<file path="config.mk">
export PLATFORM = sky130hd
export DESIGN_NAME = clk_rate_scheduler
export DESIGN_NICKNAME = d
export VERILOG_FILES = /design/src/rtl/clk_rate_scheduler.sv
export SDC_FILE = /design/constraint.sdc
export NUM_CORES = 1
export LEC_CHECK = 0
export ABC_AREA = 1
export BUFFER_PORTS_ARGS = -buffer_cell sky130_fd_sc_hd__buf_2
export CORE_MARGIN = 8
export CORE_UTILIZATION = 50
export CTS_CLUSTER_DIAMETER = 150
export DETAILED_ROUTE_END_ITERATION = 10
export GPL_TIMING_DRIVEN = 0
export PLACE_DENSITY = 0.84
export SKIP_LAST_GASP = 1
export SYNTH_ARGS = -nofsm -noshare
export SYNTH_HDL_FRONTEND = slang
export SYNTH_SLANG_ARGS = --single-unit
</file>
<file path="constraint.sdc">
create_clock -name in_clk -period 2.2 [get_ports in_clk]
set_input_delay 0.66 -clock in_clk [delete_from_list [all_inputs] [get_ports in_clk]]
set_output_delay 0.66 -clock in_clk [all_outputs]
set_load 0.01 [all_outputs]
</file>
<file path="src/rtl/clk_rate_scheduler.sv">
// Run-control and divider-rate scheduler: turns divided-clock rising edges into one-cycle
// processor enables under HALT/RUN/STEP control and retimes divider factor changes to an edge.
module clk_rate_scheduler #(
  parameter int unsigned FACTOR_W       = 32,
  parameter int unsigned DEFAULT_FACTOR = 1
) (
  input  logic                in_clk,
  input  logic                in_rst_n,
  input  logic                div_clk,
  input  logic                cmd_valid,
  output logic                cmd_ready,
  input  logic [1:0]          cmd_op,
  input  logic [FACTOR_W-1:0] cmd_arg,
  output logic [FACTOR_W-1:0] divider_factor,
  output logic                cpu_en,
  output logic [1:0]          state,
  output logic [FACTOR_W-1:0] step_remaining
);

  typedef enum logic [1:0] {
    StHalt   = 2'b00,
    StRun    = 2'b01,
    StStep   = 2'b10,
    StSwitch = 2'b11
  } state_e;

  localparam logic [1:0] OpHalt      = 2'b00;
  localparam logic [1:0] OpRun       = 2'b01;
  localparam logic [1:0] OpStep      = 2'b10;
  localparam logic [1:0] OpSetFactor = 2'b11;

  localparam logic [FACTOR_W-1:0] FactorReset = FACTOR_W'(DEFAULT_FACTOR);
  localparam logic [FACTOR_W-1:0] One         = FACTOR_W'(1);

  state_e              state_q, state_d;
  state_e              saved_q, saved_d;
  logic                div_clk_q;
  logic                cpu_en_q, cpu_en_d;
  logic [FACTOR_W-1:0] step_q, step_d;
  logic [FACTOR_W-1:0] factor_q, factor_d;
  logic [FACTOR_W-1:0] target_q, target_d;

  logic tick;
  logic cmd_accept;

  assign tick       = div_clk & ~div_clk_q;
  assign cmd_accept = cmd_valid & cmd_ready;

  // State register together with the datapath flops it sequences.
  always_ff @(posedge in_clk or negedge in_rst_n) begin
    if (!in_rst_n) begin
      state_q   <= StHalt;
      saved_q   <= StHalt;
      div_clk_q <= 1'b0;
      cpu_en_q  <= 1'b0;
      step_q    <= '0;
      factor_q  <= FactorReset;
      target_q  <= FactorReset;
    end else begin
      state_q   <= state_d;
      saved_q   <= saved_d;
      div_clk_q <= div_clk;
      cpu_en_q  <= cpu_en_d;
      step_q    <= step_d;
      factor_q  <= factor_d;
      target_q  <= target_d;
    end
  end

  // Next-state: an accepted command always wins over a tick in the same cycle.
  always_comb begin
    state_d = state_q;
    saved_d = saved_q;
    if (cmd_accept) begin
      unique case (cmd_op)
        OpHalt: state_d = StHalt;
        OpRun:  state_d = StRun;
        OpStep: state_d = (cmd_arg == '0) ? StHalt : StStep;
        OpSetFactor: begin
          saved_d = state_q;
          state_d = StSwitch;
        end
        default: state_d = state_q;
      endcase
    end else if (tick) begin
      unique case (state_q)
        StStep: begin
          if (step_q == One) state_d = StHalt;
        end
        StSwitch: state_d = saved_q;
        default:  state_d = state_q;
      endcase
    end
  end

  // Step counter, pending factor and applied factor.
  always_comb begin
    step_d   = step_q;
    factor_d = factor_q;
    target_d = target_q;
    if (cmd_accept) begin
      unique case (cmd_op)
        OpHalt, OpRun: step_d = '0;
        OpStep:        step_d = cmd_arg;
        OpSetFactor:   target_d = (cmd_arg == '0) ? One : cmd_arg;
        default:       step_d = step_q;
      endcase
    end else if (tick) begin
      unique case (state_q)
        // STEP is only ever entered with a non-zero count and leaves at 1->0.
        StStep:   step_d = step_q - One;
        StSwitch: factor_d = target_q;
        default:  step_d = step_q;
      endcase
    end
  end

  // Outputs: ready is combinational, the enable is computed here and registered.
  always_comb begin
    cmd_ready = (state_q != StSwitch);
    cpu_en_d  = 1'b0;
    if (!cmd_accept && tick) begin
      cpu_en_d = (state_q == StRun) || (state_q == StStep);
    end
  end

  assign divider_factor = factor_q;
  assign cpu_en         = cpu_en_q;
  assign state          = state_q;
  assign step_remaining = step_q;

endmodule

</file>
=== Word level (Yosys, flattened, before mapping) ===
Cells that the tools add are included.

* Flip-flop bits (word level): 102
* Input bits: 38
* Logic and storage cells: 47

* Muxes and demuxes: 12
* Reductions and logical operators: 13
* $add $sub $neg: 1
* Equality and inequality tests: 10
* Bitwise gates (word level): 4

{| class="wikitable"
|+ Operators by type and width
! cell !! count
|-
| 32-bit 2-to-1 mux || 4
|-
| 32-bit one-hot mux with 2 select lines || 1
|-
| 32-bit by 1-bit equality test with 1-bit output (second input constant) || 1
|-
| 32-bit zero test || 1
|-
| 32-bit by 1-bit subtractor with 32-bit output (second input constant) || 1
|-
| 3-bit AND reduction || 3
|-
| 2-bit equality test (second input constant) || 4
|-
| 2-bit 2-to-1 mux || 4
|-
| 2-bit one-hot mux with 4 select lines || 1
|-
| 2-bit by 1-bit equality test with 1-bit output (second input constant) || 2
|-
| 2-bit one-hot mux with 2 select lines || 1
|-
| 2-bit nonzero test || 2
|-
| 3-bit by 1-bit != test with 1-bit output (second input constant) || 1
|-
| 3-bit != test (second input constant) || 1
|-
| 3-bit nonzero test || 1
|-
| 1-bit AND || 2
|-
| 2-bit zero test || 1
|-
| 2-bit != test (second input constant) || 1
|-
| 1-bit NOT || 2
|-
| 2-bit AND reduction || 1
|-
| 2-bit OR reduction || 1
|-
| 1-bit logical AND || 1
|-
| 1-bit zero test || 1
|-
| 1-bit logical OR || 1
|-
| 1-bit 2-to-1 mux || 1
|}

=== Depth between registers and ports, before layout ===
Gate-level depths: netlist of the first run.

* Word-level depth: 5
* Depth in mapped cells: 11
* Mapped depth without buffers: 11

=== Worst setup path after synthesis of the first run ===
Ideal clock, no wire load.

* Path kind: reg2reg
* Start point: reg state_q[1] (netlist: state[1])
* End point: reg factor_q[15] (netlist: divider_factor[15])
* Path buffers: 1
* Period minus slack after synthesis: 1659 ps
* Data required time: 2075 ps
* Path slack: 541 ps
* Arrival: 1535 ps
* Library setup time: 125 ps
* Stages on the path, launching flop included: 8
* Cell sequence: dfrtp_1 -> ha_1 -> inv_2 -> nand2_4 -> nand2_1 -> nand2_1 -> buf_2 -> mux2_2

* Longest elaborated chain between the ends: 4

{| class="wikitable"
|+ Ends and longest elaborated chain
! what !! RTL line !! source
|-
| from (decl) || 35 || <nowiki>state_e state_q, state_d;</nowiki>
|-
| from (signal assigned) || 52 || <nowiki>state_q <= StHalt;</nowiki>
|-
| from (signal assigned) || 60 || <nowiki>state_q <= state_d;</nowiki>
|-
| 2-bit != test || 120 || <nowiki>cmd_ready = (state_q != StSwitch);</nowiki>
|-
| named net cmd_ready || 11 || <nowiki>output logic cmd_ready,</nowiki>
|-
| 1-bit AND || 47 || <nowiki>assign cmd_accept = cmd_valid & cmd_ready;</nowiki>
|-
| 1-bit NOT (no line) || -- ||
|-
| 3-bit AND reduction (no line) || -- ||
|-
| to (signal assigned) || 57 || <nowiki>factor_q <= FactorReset;</nowiki>
|-
| to (signal assigned) || 65 || <nowiki>factor_q <= factor_d;</nowiki>
|-
| to (decl) || 40 || <nowiki>logic [FACTOR_W-1:0] factor_q, factor_d;</nowiki>
|}

The timed path passes the listed nets, and every way through them passes these cells.
A chain may end at the register's enable or synchronous reset.

=== Worst setup path after layout of the first run ===
* Start point: reg state_q[1] (netlist: state[1])
* End point: reg step_q[31] (netlist: step_remaining[31])

* Longest elaborated chain between the ends: 4

{| class="wikitable"
|+ Ends and longest elaborated chain
! what !! RTL line !! source
|-
| 2-bit != test || 120 ||
|-
| 1-bit AND || 47 ||
|-
| 3-bit by 1-bit != test with 1-bit output (no line) / 2-bit nonzero test (equally long branches) || -- ||
|-
| 3-bit AND reduction (no line) || -- ||
|-
| to (signal assigned) || 64 || <nowiki>step_q <= step_d;</nowiki>
|-
| to (decl) || 39 || <nowiki>logic [FACTOR_W-1:0] step_q, step_d;</nowiki>
|}

Parallel ways exist; a longest one is shown, timed or not.

==> flow_summary.yaml, run 1 <==
status:
  run_status: "complete, no violations"
timing:
  slew-limit-headroom_pct: 60.8
  fin_worst_skew_ns: 0.0143
  fin_worst_hold_slack_ns: 0.274
  worst_slew_pin_slew_ns: 0.588
  period_minus_slack_ns: 1.99
  clock.fmax_ghz: 0.503
  period_share_pct: 90.5
  number_of_setup_violations_in_the_final_report: 0
  grt_setup_unrepaired: "false"
  hold_violations: 0
  slew_viol_final: 0
global_route:
  grt-ovfl-total: 0
  first_global_vias: 4921
  groute.usage.overall_pct: 22.2
  grt_first_pass_wirelength_mm: 25.1
  grt_max_degree: 62
  number_of_antenna_violations_at_the_first_check_in_global_routing: 0
setup_path:
  worstPathCellList: "ha_1, inv_2, nand2_4, nor2_4, nand2_4, nand2_2, buf_6, buf_6, a21oi_1, a21oi_1"
  critPathTopFamily: "flip-flops"
  crit-reg2reg-launch: "state[1]"
  worst_ep_required_time_ns: 2.45
  crit_path_max_fanout: 10
  arrival_ns: 2.24
  timing.critical_path.from: "state[1]"
  path_class: "register to register"
  cp_max_delay_cell: "sky130_fd_sc_hd__dfrtp_1"
  critPathLaunchType: "register"
  timing.reg2reg.worst_path_depth: 10
  timing.critical_path.depth: 10
  maximum_single_stage_delay_on_the_critical_path_ns: 0.45
  critical_path_buf_inv_count: 3
  endpoint_kind: "register"
power:
  switching_power_as_a_share_of_total_power_pct: 43.1
  netSwitchingPower_w: 0.00326
  power_per_cell_area_nw_per_um2: 1240
  clockPowerShare_pct: 14.8
  worst_voltage_drop_across_the_vdd_grid_uv: 611
  share_comb_of_total_power_pct: 42.7
  p_leak_nw: 3.09
  power_report.internal_total_w: 0.00431
  seqPwrFrac_pct: 42.5
clocking:
  cts_sinks: 102
  worst_skew_pair.late_latency_ns: 0.37
  post_cts_buffers: 0
  root_buffer: "sky130_fd_sc_hd__clkbuf_8"
  cts_hold_repair.buffers: 0
  numCtsBuffers: 9
  clk_pin_slew_ns: 0.11
  cts-root-to-sink-buffers: 2
  tritoncts: "yes"
  cts-htree-levels: 3
  post_cts_resize_count: 0
yosys:
  synth.top_cell.area_share_pct: 48.0
  seq_area_frac_synth_pct: 49.0
  syn_nets: 682
  post_syn_instances: 640
  synth_warnings: 0
  syn-mean-instance-area_um2: 8.15
  synth.top_cells.by_area: "sky130_fd_sc_hd__dfrtp_1 (48%), sky130_fd_sc_hd__nand2_1 (11%), sky130_fd_sc_hd__nor2_1 (6.5%)"
  yosysTopAreaCell: "sky130_fd_sc_hd__dfrtp_1"
  synth_cell_types: 33
  synth-seq-cells: 102
  post_synth_instance_area_um2: 5220
drt:
  num_vias: 4894
  met3_wirelength_mm: 1.21
  wl_cell_um: 17.2
  post_route_drc_violation_count: 0
  detailedRoute.firstIterationViolations: 435
  drtAntennaViolNets: 0
  routed_wl_met2_mm: 7.39
  detailedRoute.firstPassIterationCount: 6
  highest-signal-layer: "met4"
  route.final.wire_length_mm: 15.4
  avgViaCountPerCell: 5.46
  m1WireLength_mm: 6.37
final_layout:
  share_of_layout_cells_above_drive_strength_1_pct: 24.2
  final_cell_area_um2: 6120
  syn_to_final_growth_pct: 17.4
  fillerInstances: 920
  multiInputGateArea_um2: 2270
  layout.cells.most_common_list: "sky130_fd_sc_hd__nand2_1 (156), sky130_fd_sc_hd__buf_2 (112), sky130_fd_sc_hd__dfrtp_1 (100)"
  antenna-diode-count: 0
  nNetsFinal: 799
  final_common_cell: "sky130_fd_sc_hd__nand2_1"
  area.sequential_um2: 2550
flow_run:
  max_cap_viols: 0
floorplan:
  die_height_um: 118
  core_area_um2: 10200
  initial_utilization_pct: 51.0
  die_width_um: 118
  ios: 106
  floorplan.die_area_um2: 14000
  placement_rows: 37
place:
  dpl-instance-area_um2: 5940
  place_congestion: 0.960
  numPortBuffers: 105
  dpl.hpwl_mm: 12.0
worst_hold_path:
  worst_hold_path_type: "input pin to asynchronous set/reset pin"
==> through the flow <==
stage | TNS [ns] | setup WS [ns] | instances | power, W | util, %
floorplan | 0 | 0.541 | 640 | 0.00515 | -
global placement | -56.32 | -0.569 | 881 | 0.00634 | 57.8
detailed placement | 0 | 0.198 | 882 | 0.00645 | 58.1
CTS | 0 | 0.225 | 897 | 0.00755 | 59.9
global route | 0 | 0.0805 | 897 | 0.00811 | 59.9
finish | 0 | 0.210 | 897 | 0.00757 | 59.9
==> power groups by stage <==
stage	Sequential, W	Clock, W	Combinational, W
3_3_place_gp	0.00320	0	0.00314
3_5_place_dp	0.00323	0	0.00322
2_1_floorplan	0.00337	0	0.00178
5_1_grt	0.00331	0.00121	0.00359
6_report	0.00322	0.00112	0.00323
4_1_cts	0.00320	0.00112	0.00324
==> cell usage after synthesis (all sizes together) <==
library cell / number
o211ai: 1
nor2: 96
clkbuf: 10
nor3: 3
a22oi: 11
a32oi: 1
inv: 68
nand3: 23
ha: 4
a21oi: 34
xor2: 5
nand4: 5
buf: 13
nand2: 160
o21bai: 5
o22ai: 6
dfstp: 2
dfrtp: 100
o21ai: 65
mux2: 25
clkinv: 1
o2bb2ai: 2
==> cell families (layout without fill, tap and decap cells) <==
| family | after synthesis | in the layout | synth area share [%] |
|---|---|---|---|
| compound gates | 125 | 125 | 14.0 |
| fa+ha+maj | 4 | 4 | 0.959 |
| flops | 102 | 102 | 49.0 |
| xor+xnor | 5 | 5 | 0.839 |
| buf+inv | 92 | 213 | 7.46 |
| mux | 25 | 25 | 5.40 |
| simple gates | 287 | 287 | 22.4 |
==> layout make-up <==
| cell class | instances | area share, % |
|---|---|---|
| Timing Repair Buffer | 106 | 9.07 |
| Inverter | 69 | 4.23 |
| Clock inverter | 6 | 0.919 |
| Clock buffer | 9 | 2.02 |
| Buffer | 23 | 2.13 |
| Multi-Input combinational cell | 446 | 37.1 |
| Tap cell | 136 | 2.78 |
| Sequential cell | 102 | 41.7 |
==> final timing paths <==
kind / to / slack, ns
min reg2reg: divider_factor[8] / 0.49
min in group in_clk: div_clk_q / 0.42
max in group asynchronous: divider_factor[0] / 1.21
max reg2reg: step_remaining[31] / 0.21
min: divider_factor[3] / 0.27
max: step_remaining[31] / 0.21
==> layer usage <==
| metal | GRT usage [%] | vias up |
|---|---|---|
| met3 | 4.24 | 55 |
| met4 | 9.61 | 0 |
| met1 | 27.8 | 2279 |
| li1 | - | 2307 |
| met2 | 36.7 | 253 |
| met5 | 0 | - |
==> registers in the layout, summed over array words and instances, names as in the netlist <==
name            flops
state               2
target_q           32
div_clk_q           1
saved_q             2
step_remaining     32
cpu_en              1
divider_factor     32
==> worst reg2reg max path, cell delays in order, from the launching register on <==
cell and delay (ns):
sky130_fd_sc_hd__dfrtp_1 0.45, sky130_fd_sc_hd__ha_1 0.28, sky130_fd_sc_hd__inv_2 0.07, sky130_fd_sc_hd__nand2_4 0.13
sky130_fd_sc_hd__nor2_4 0.05, sky130_fd_sc_hd__nand2_4 0.11, sky130_fd_sc_hd__nand2_2 0.09, sky130_fd_sc_hd__buf_6 0.16
sky130_fd_sc_hd__buf_6 0.15, sky130_fd_sc_hd__a21oi_1 0.28, sky130_fd_sc_hd__a21oi_1 0.12
Power figures use the tool's default switching activity.
==> run 2, diff against run 1 <==
--- a/config.mk
+++ b/config.mk
@@ -7,6 +7,7 @@
 export LEC_CHECK = 0
 export ABC_AREA = 1
 export BUFFER_PORTS_ARGS = -buffer_cell sky130_fd_sc_hd__buf_2
+export CORE_ASPECT_RATIO = 0.7
 export CORE_MARGIN = 8
 export CORE_UTILIZATION = 50
 export CTS_CLUSTER_DIAMETER = 150
==> flow_summary.yaml, run 2 (synthesis gave the netlist of run 1 again) <==
status:
  run_status: "complete, no violations"
setup_path:
  maximum_single_stage_delay_on_the_critical_path_ns: 0.42
  critPathMostFrequentCell: "sky130_fd_sc_hd__inv_1"
  worstPathCellList: "ha_1, inv_2, nand2_4, inv_1, nand2_1, inv_1, buf_2, a22oi_1, o21ai_0"
  critPathTopFamily: "buffers and inverters"
  arrival_ns: 2.22
  critical_path_buf_inv_count: 4
  critPathLaunchType: "register"
  endpoint_kind: "register"
  timing.reg2reg.worst_path_depth: 9
  r2r_end: "step_remaining[0]"
  cp_max_delay_cell: "sky130_fd_sc_hd__dfrtp_1"
  crit-reg2reg-launch: "state[0]"
  worst_ep_required_time_ns: 2.46
  ff2ff_setup_slack_ns: 0.23
  crit_path_max_fanout: 10
  path_class: "register to register"
timing:
  final_critical_path_setup_slack_ns: 0.234
  worst_slew_pin_slew_ns: 0.634
  hold_violations: 0
  grt_setup_unrepaired: "false"
  slew-limit-headroom_pct: 57.7
  number_of_setup_violations_in_the_final_report: 0
  period_share_pct: 89.4
  period_minus_slack_ns: 1.97
  fin_worst_skew_ns: 0.00834
  clock.fmax_ghz: 0.509
  slew_viol_final: 0
global_route:
  first_global_vias: 4847
  grt-ovfl-total: 0
  grt_max_degree: 73
  number_of_antenna_violations_at_the_first_check_in_global_routing: 0
  groute.usage.overall_pct: 22.9
  grt_first_pass_wirelength_mm: 25.7
floorplan:
  initial_utilization_pct: 51.0
  core_area_um2: 10200
  die_height_um: 101
  floorplan.die_area_um2: 14000
  die_width_um: 138
  placement_rows: 31
  ios: 106
final_layout:
  final_cell_area_um2: 6260
  fillerInstances: 917
  antenna-diode-count: 0
  syn_to_final_growth_pct: 20.0
  area.sequential_um2: 2550
  final_common_cell: "sky130_fd_sc_hd__nand2_1"
  layout.cells.most_common_list: "sky130_fd_sc_hd__nand2_1 (156), sky130_fd_sc_hd__buf_2 (112), sky130_fd_sc_hd__dfrtp_1 (100)"
  multiInputGateArea_um2: 2270
  finalNonFillerCells: 894
  share_of_layout_cells_above_drive_strength_1_pct: 24.3
  nNetsFinal: 799
drt:
  num_vias: 5059
  post_route_drc_violation_count: 0
  wl_cell_um: 17.8
  detailedRoute.firstIterationViolations: 633
  avgViaCountPerCell: 5.66
  route.final.wire_length_mm: 15.9
  drtAntennaViolNets: 0
  detailedRoute.firstPassIterationCount: 6
place:
  place_congestion: 0.957
  post-place-cells: 878
  post-place-ws_ns: 0.294
  dpl-instance-area_um2: 5940
  dpl.hpwl_mm: 12.2
  numPortBuffers: 105
clocking:
  post_cts_resize_count: 0
  cts-htree-levels: 3
  post_cts_buffers: 0
  root_buffer: "sky130_fd_sc_hd__clkbuf_16"
  tritoncts: "yes"
  cts-root-to-sink-buffers: 2
  cts_sinks: 102
  worst_skew_pair.late_latency_ns: 0.35
  clk_pin_slew_ns: 0.07
  cts_hold_repair.buffers: 0
  numCtsBuffers: 9
flow_run:
  max_cap_viols: 0
power:
  switching_power_as_a_share_of_total_power_pct: 40.4
  share_comb_of_total_power_pct: 39.7
  p_leak_nw: 3.15
  power_report.internal_total_w: 0.00487
  netSwitchingPower_w: 0.00330
  clockPowerShare_pct: 20.8
  worst_voltage_drop_across_the_vdd_grid_uv: 632
  seqPwrFrac_pct: 39.5
  power_per_cell_area_nw_per_um2: 1310
worst_hold_path:
  worst_hold_path_type: "input pin to asynchronous set/reset pin"
[run 2: cell count changes in the layout (fill, tap and decap cells not counted)]
cell                         before  now
sky130_fd_sc_hd__clkbuf_16        0    9
sky130_fd_sc_hd__clkbuf_8         9    3
sky130_fd_sc_hd__clkinv_4         3    1
sky130_fd_sc_hd__inv_8            2    0
sky130_fd_sc_hd__bufinv_16        0    1
sky130_fd_sc_hd__clkinvlp_4       1    2
[run 2: final cells by class]
class | instances | area share, %
clock buffer | 12 | 4.26
clock inverter | 4 | 0.860
timing repair buffer | 106 | 8.88
buffer | 23 | 2.08
sequential | 102 | 40.8
multi-input combinational | 446 | 36.3
inverter | 69 | 4.14
tap | 132 | 2.64
[run 2: worst max path at each step]
| stage | start | endpoint | slack [ns] | depth (start not counted) |
|---|---|---|---|---|
| global route | state[0] | step_remaining[0] | 0.06 | 9 |
| global placement | in_rst_n | step_remaining[4] | -0.57 | 1 |
| floorplan | state[1] | divider_factor[15] | 0.54 | 7 |
| finish | state[0] | step_remaining[0] | 0.23 | 9 |
| CTS | state[0] | cmd_ready | 0.27 | 3 |
| detailed placement | div_clk | step_remaining[28] | 0.29 | 8 |
[run 2: power groups by stage]
stage / Clock (W) / Combinational, W / Sequential [W]
finish: 0.00170 / 0.00324 / 0.00323
global route: 0.00180 / 0.00359 / 0.00333
CTS: 0.00171 / 0.00323 / 0.00321
detailed placement: 0 / 0.00320 / 0.00324
global placement: 0 / 0.00313 / 0.00321
floorplan: 0 / 0.00178 / 0.00337
[run 2: per-stage QoR]
stage | power (W) | TNS (ns) | utilization, % | hold slack (ns)
final | 0.00817 | 0 | 61.1 | 0.242
after global routing | 0.00871 | 0 | 61.1 | 0.262
after CTS | 0.00816 | 0 | 61.1 | 0.252
after detailed placement | 0.00644 | 0 | 58.0 | 0.463
after global placement | 0.00634 | -56.55 | 57.7 | 0.462
after floorplan | 0.00515 | 0 | - | 0.364
[run 2: per-layer routing]
metal,vias to the layer above,routed length [µm],track usage (%)
met4,0,209,3.99
li1,2295,-,-
met1,2417,6910,32.1
met2,323,6770,34.1
met5,-,0,0
met3,24,2040,7.82
==> run 3, diff against run 2 <==
--- a/config.mk
+++ b/config.mk
@@ -5,15 +5,14 @@
 export SDC_FILE = /design/constraint.sdc
 export NUM_CORES = 1
 export LEC_CHECK = 0
-export ABC_AREA = 1
 export BUFFER_PORTS_ARGS = -buffer_cell sky130_fd_sc_hd__buf_2
 export CORE_ASPECT_RATIO = 0.7
 export CORE_MARGIN = 8
-export CORE_UTILIZATION = 50
+export CORE_UTILIZATION = 59
 export CTS_CLUSTER_DIAMETER = 150
 export DETAILED_ROUTE_END_ITERATION = 10
 export GPL_TIMING_DRIVEN = 0
-export PLACE_DENSITY = 0.84
+export PLACE_DENSITY = 0.95
 export SKIP_LAST_GASP = 1
 export SYNTH_ARGS = -nofsm -noshare
 export SYNTH_HDL_FRONTEND = slang
==> flow_summary.yaml, run 3 <==
power:
  p_leak_nw: 2.85
  switching_power_as_a_share_of_total_power_pct: 37.5
  power_per_cell_area_nw_per_um2: 1310
  clockPowerShare_pct: 22.2
  post-layout-total-power_w: 0.00798
  netSwitchingPower_w: 0.00299
  worst_voltage_drop_across_the_vdd_grid_uv: 865
  share_comb_of_total_power_pct: 40.1
  power_report.internal_total_w: 0.00499
  seqPwrFrac_pct: 37.7
global_route:
  grt-ovfl-total: 0
  groute.usage.overall_pct: 25.9
  grt_max_degree: 62
  first_global_vias: 4346
  number_of_antenna_violations_at_the_first_check_in_global_routing: 0
  grt_first_pass_wirelength_mm: 23.1
final_layout:
  utilization_pct: 77.0
  final_common_cell: "sky130_fd_sc_hd__buf_2"
  fillerInstances: 494
  layout.cells.most_common_list: "sky130_fd_sc_hd__buf_2 (107), sky130_fd_sc_hd__dfrtp_1 (100), sky130_fd_sc_hd__mux2_2 (65)"
  nNetsFinal: 597
  syn_to_final_growth_pct: 26.0
  share_of_layout_cells_above_drive_strength_1_pct: 44.6
  antenna-diode-count: 0
drt:
  post_route_drc_violation_count: 0
  route.final.wire_length_mm: 15.0
  drtAntennaViolNets: 0
  num_vias: 4384
  avgViaCountPerCell: 6.63
  wl_cell_um: 22.7
  detailedRoute.firstPassIterationCount: 5
  detailedRoute.firstIterationViolations: 813
yosys:
  post_synth_instance_area_um2: 4830
  synth_top_flop_cell: "sky130_fd_sc_hd__dfrtp_1"
  yosysTopAreaCell: "sky130_fd_sc_hd__dfrtp_1"
  synth_warnings: 0
  seq_area_frac_synth_pct: 52.9
  synth_cell_types: 54
  synth.top_cell.area_share_pct: 51.8
  async_flop_share_pct: 100
  syn_nets: 464
  synth_enable_flop_cells: 0
  synth.cells.most_frequent: "sky130_fd_sc_hd__dfrtp_1 (100), sky130_fd_sc_hd__mux2_2 (65), sky130_fd_sc_hd__o21ai_0 (47)"
  post_syn_instances: 422
  count_leader_synth: "sky130_fd_sc_hd__dfrtp_1"
  syn-mean-instance-area_um2: 11.4
  synth-seq-cells: 102
  synth.top_cells.by_area: "sky130_fd_sc_hd__dfrtp_1 (52%), sky130_fd_sc_hd__mux2_2 (15%), sky130_fd_sc_hd__o21ai_0 (4.9%)"
clocking:
  tritoncts: "yes"
  cts_sinks: 102
  worst_skew_pair.late_latency_ns: 0.36
  cts_hold_repair.buffers: 0
  cts-htree-levels: 3
  clk_pin_slew_ns: 0.07
  numCtsBuffers: 9
  root_buffer: "sky130_fd_sc_hd__clkbuf_16"
  cts-root-to-sink-buffers: 2
timing:
  slew_viol_final: 0
  slew-limit-headroom_pct: 47.2
  final_critical_path_setup_slack_ns: -0.0336
  worst_slew_pin_slew_ns: 0.792
  fin_worst_skew_ns: 0.0102
  clock.fmax_ghz: 0.448
  hold_violations: 0
  period_share_pct: 102
  grt_setup_unrepaired: "true"
  number_of_setup_violations_in_the_final_report: 2
  period_minus_slack_ns: 2.23
flow_run:
  max_cap_viols: 0
floorplan:
  core_area_um2: 7910
  floorplan.die_area_um2: 11400
  die_width_um: 124
  ios: 106
  die_height_um: 91.7
  placement_rows: 27
  initial_utilization_pct: 61.1
setup_path:
  worst_ep_required_time_ns: 2.42
  arrival_ns: 2.45
  path_class: "register to register"
  endpoint_kind: "register"
  crit_path_max_fanout: 10
  critPathLaunchType: "register"
place:
  dpl.hpwl_mm: 10.4
  post-place-ws_ns: -0.382
  place_congestion: 0.894
  numPortBuffers: 105
status:
  failing_checks: "setup timing"
  run_status: "complete, but fails checks"
worst_hold_path:
  worst_hold_path_type: "input pin to asynchronous set/reset pin"
## run 3: logic make-up (layout without fill, tap and decap cells)
| family | after synthesis | after routing | synth area share [%] |
|---|---|---|---|
| AOI/OAI and AO/OA | 108 | 108 | 13.9 |
| DFF | 102 | 102 | 52.9 |
| buffers and inverters | 34 | 172 | 3.50 |
| muxes | 69 | 69 | 16.0 |
| and+or+nand+nor | 103 | 103 | 12.4 |
| xor gates and xnor gates | 2 | 2 | 0.363 |
| adders and majority gates | 4 | 4 | 1.04 |
## run 3: critical path, cell delays in order (launching register included)
cell and delay [ns]:
sky130_fd_sc_hd__dfrtp_1 0.44, sky130_fd_sc_hd__ha_2 0.25, sky130_fd_sc_hd__and2b_2 0.23, sky130_fd_sc_hd__clkbuf_4 0.22
sky130_fd_sc_hd__clkbuf_1 0.47, sky130_fd_sc_hd__a31oi_1 0.10, sky130_fd_sc_hd__o21ai_0 0.24, sky130_fd_sc_hd__o211ai_1 0.15
## run 3: what timing repair did
item,in CTS,in global routing
cloned,0,0
pin swaps,5,9
setup buffers,10,8
setup endpoints to repair,52,57
gates resized for setup,27,23
## run 3: per-layer routing
metal	wire length [µm]	part of all wire, %	track usage [%]	up-vias
met5	0	0	0	-
li1	-	-	-	1848
met3	1960	13	9.31	67
met1	5880	39	34.4	2135
met2	6650	44	38.5	334
met4	509	3.4	8.79	0
## run 3: area by class of cell
cell class	instances	area [µm²]	area share, %
tap	101	126	2.08
timing repair buffer	124	694	11.4
sequential	102	2550	42.0
clock inverter	5	81.3	1.34
clock buffer	11	253	4.15
buffer	24	153	2.51
inverter	8	30.0	0.493
multi-input combinational	286	2190	36.0
## run 3: power by group through the flow
stage                     combinational (W)  sequential (W)  clock, W
after detailed placement            0.00271         0.00300         0
after global placement              0.00261         0.00294         0
after CTS                           0.00298         0.00297   0.00177
after global routing                0.00342         0.00307   0.00186
final                               0.00320         0.00301   0.00177
after floorplan                     0.00150         0.00313         0
## run 3: metrics by stage
stage	hold WS, ns	instances	setup TNS, ns	instance area (µm²)
finish	0.294	661	-0.0572	6090
global route	0.331	661	-0.366	6090
CTS	0.314	654	-0.160	5990
detailed placement	0.477	629	-10.92	5510
global placement	0.450	628	-56.95	5480
floorplan	0.364	422	0	4830
## run 3: final timing paths
check | from | to | slack [ns] | cells after the start
setup / recovery | state[1] | step_remaining[30] | -0.03 | 7
hold / removal | in_rst_n | divider_factor[6] | 0.29 | 1
setup reg to reg | state[1] | step_remaining[30] | -0.03 | 7
hold reg to reg | target_q[0] | target_q[0] | 0.49 | 2
max in group asynchronous | in_rst_n | step_remaining[21] | 1.21 | 2
min in group in_clk | div_clk | div_clk_q | 0.48 | 1
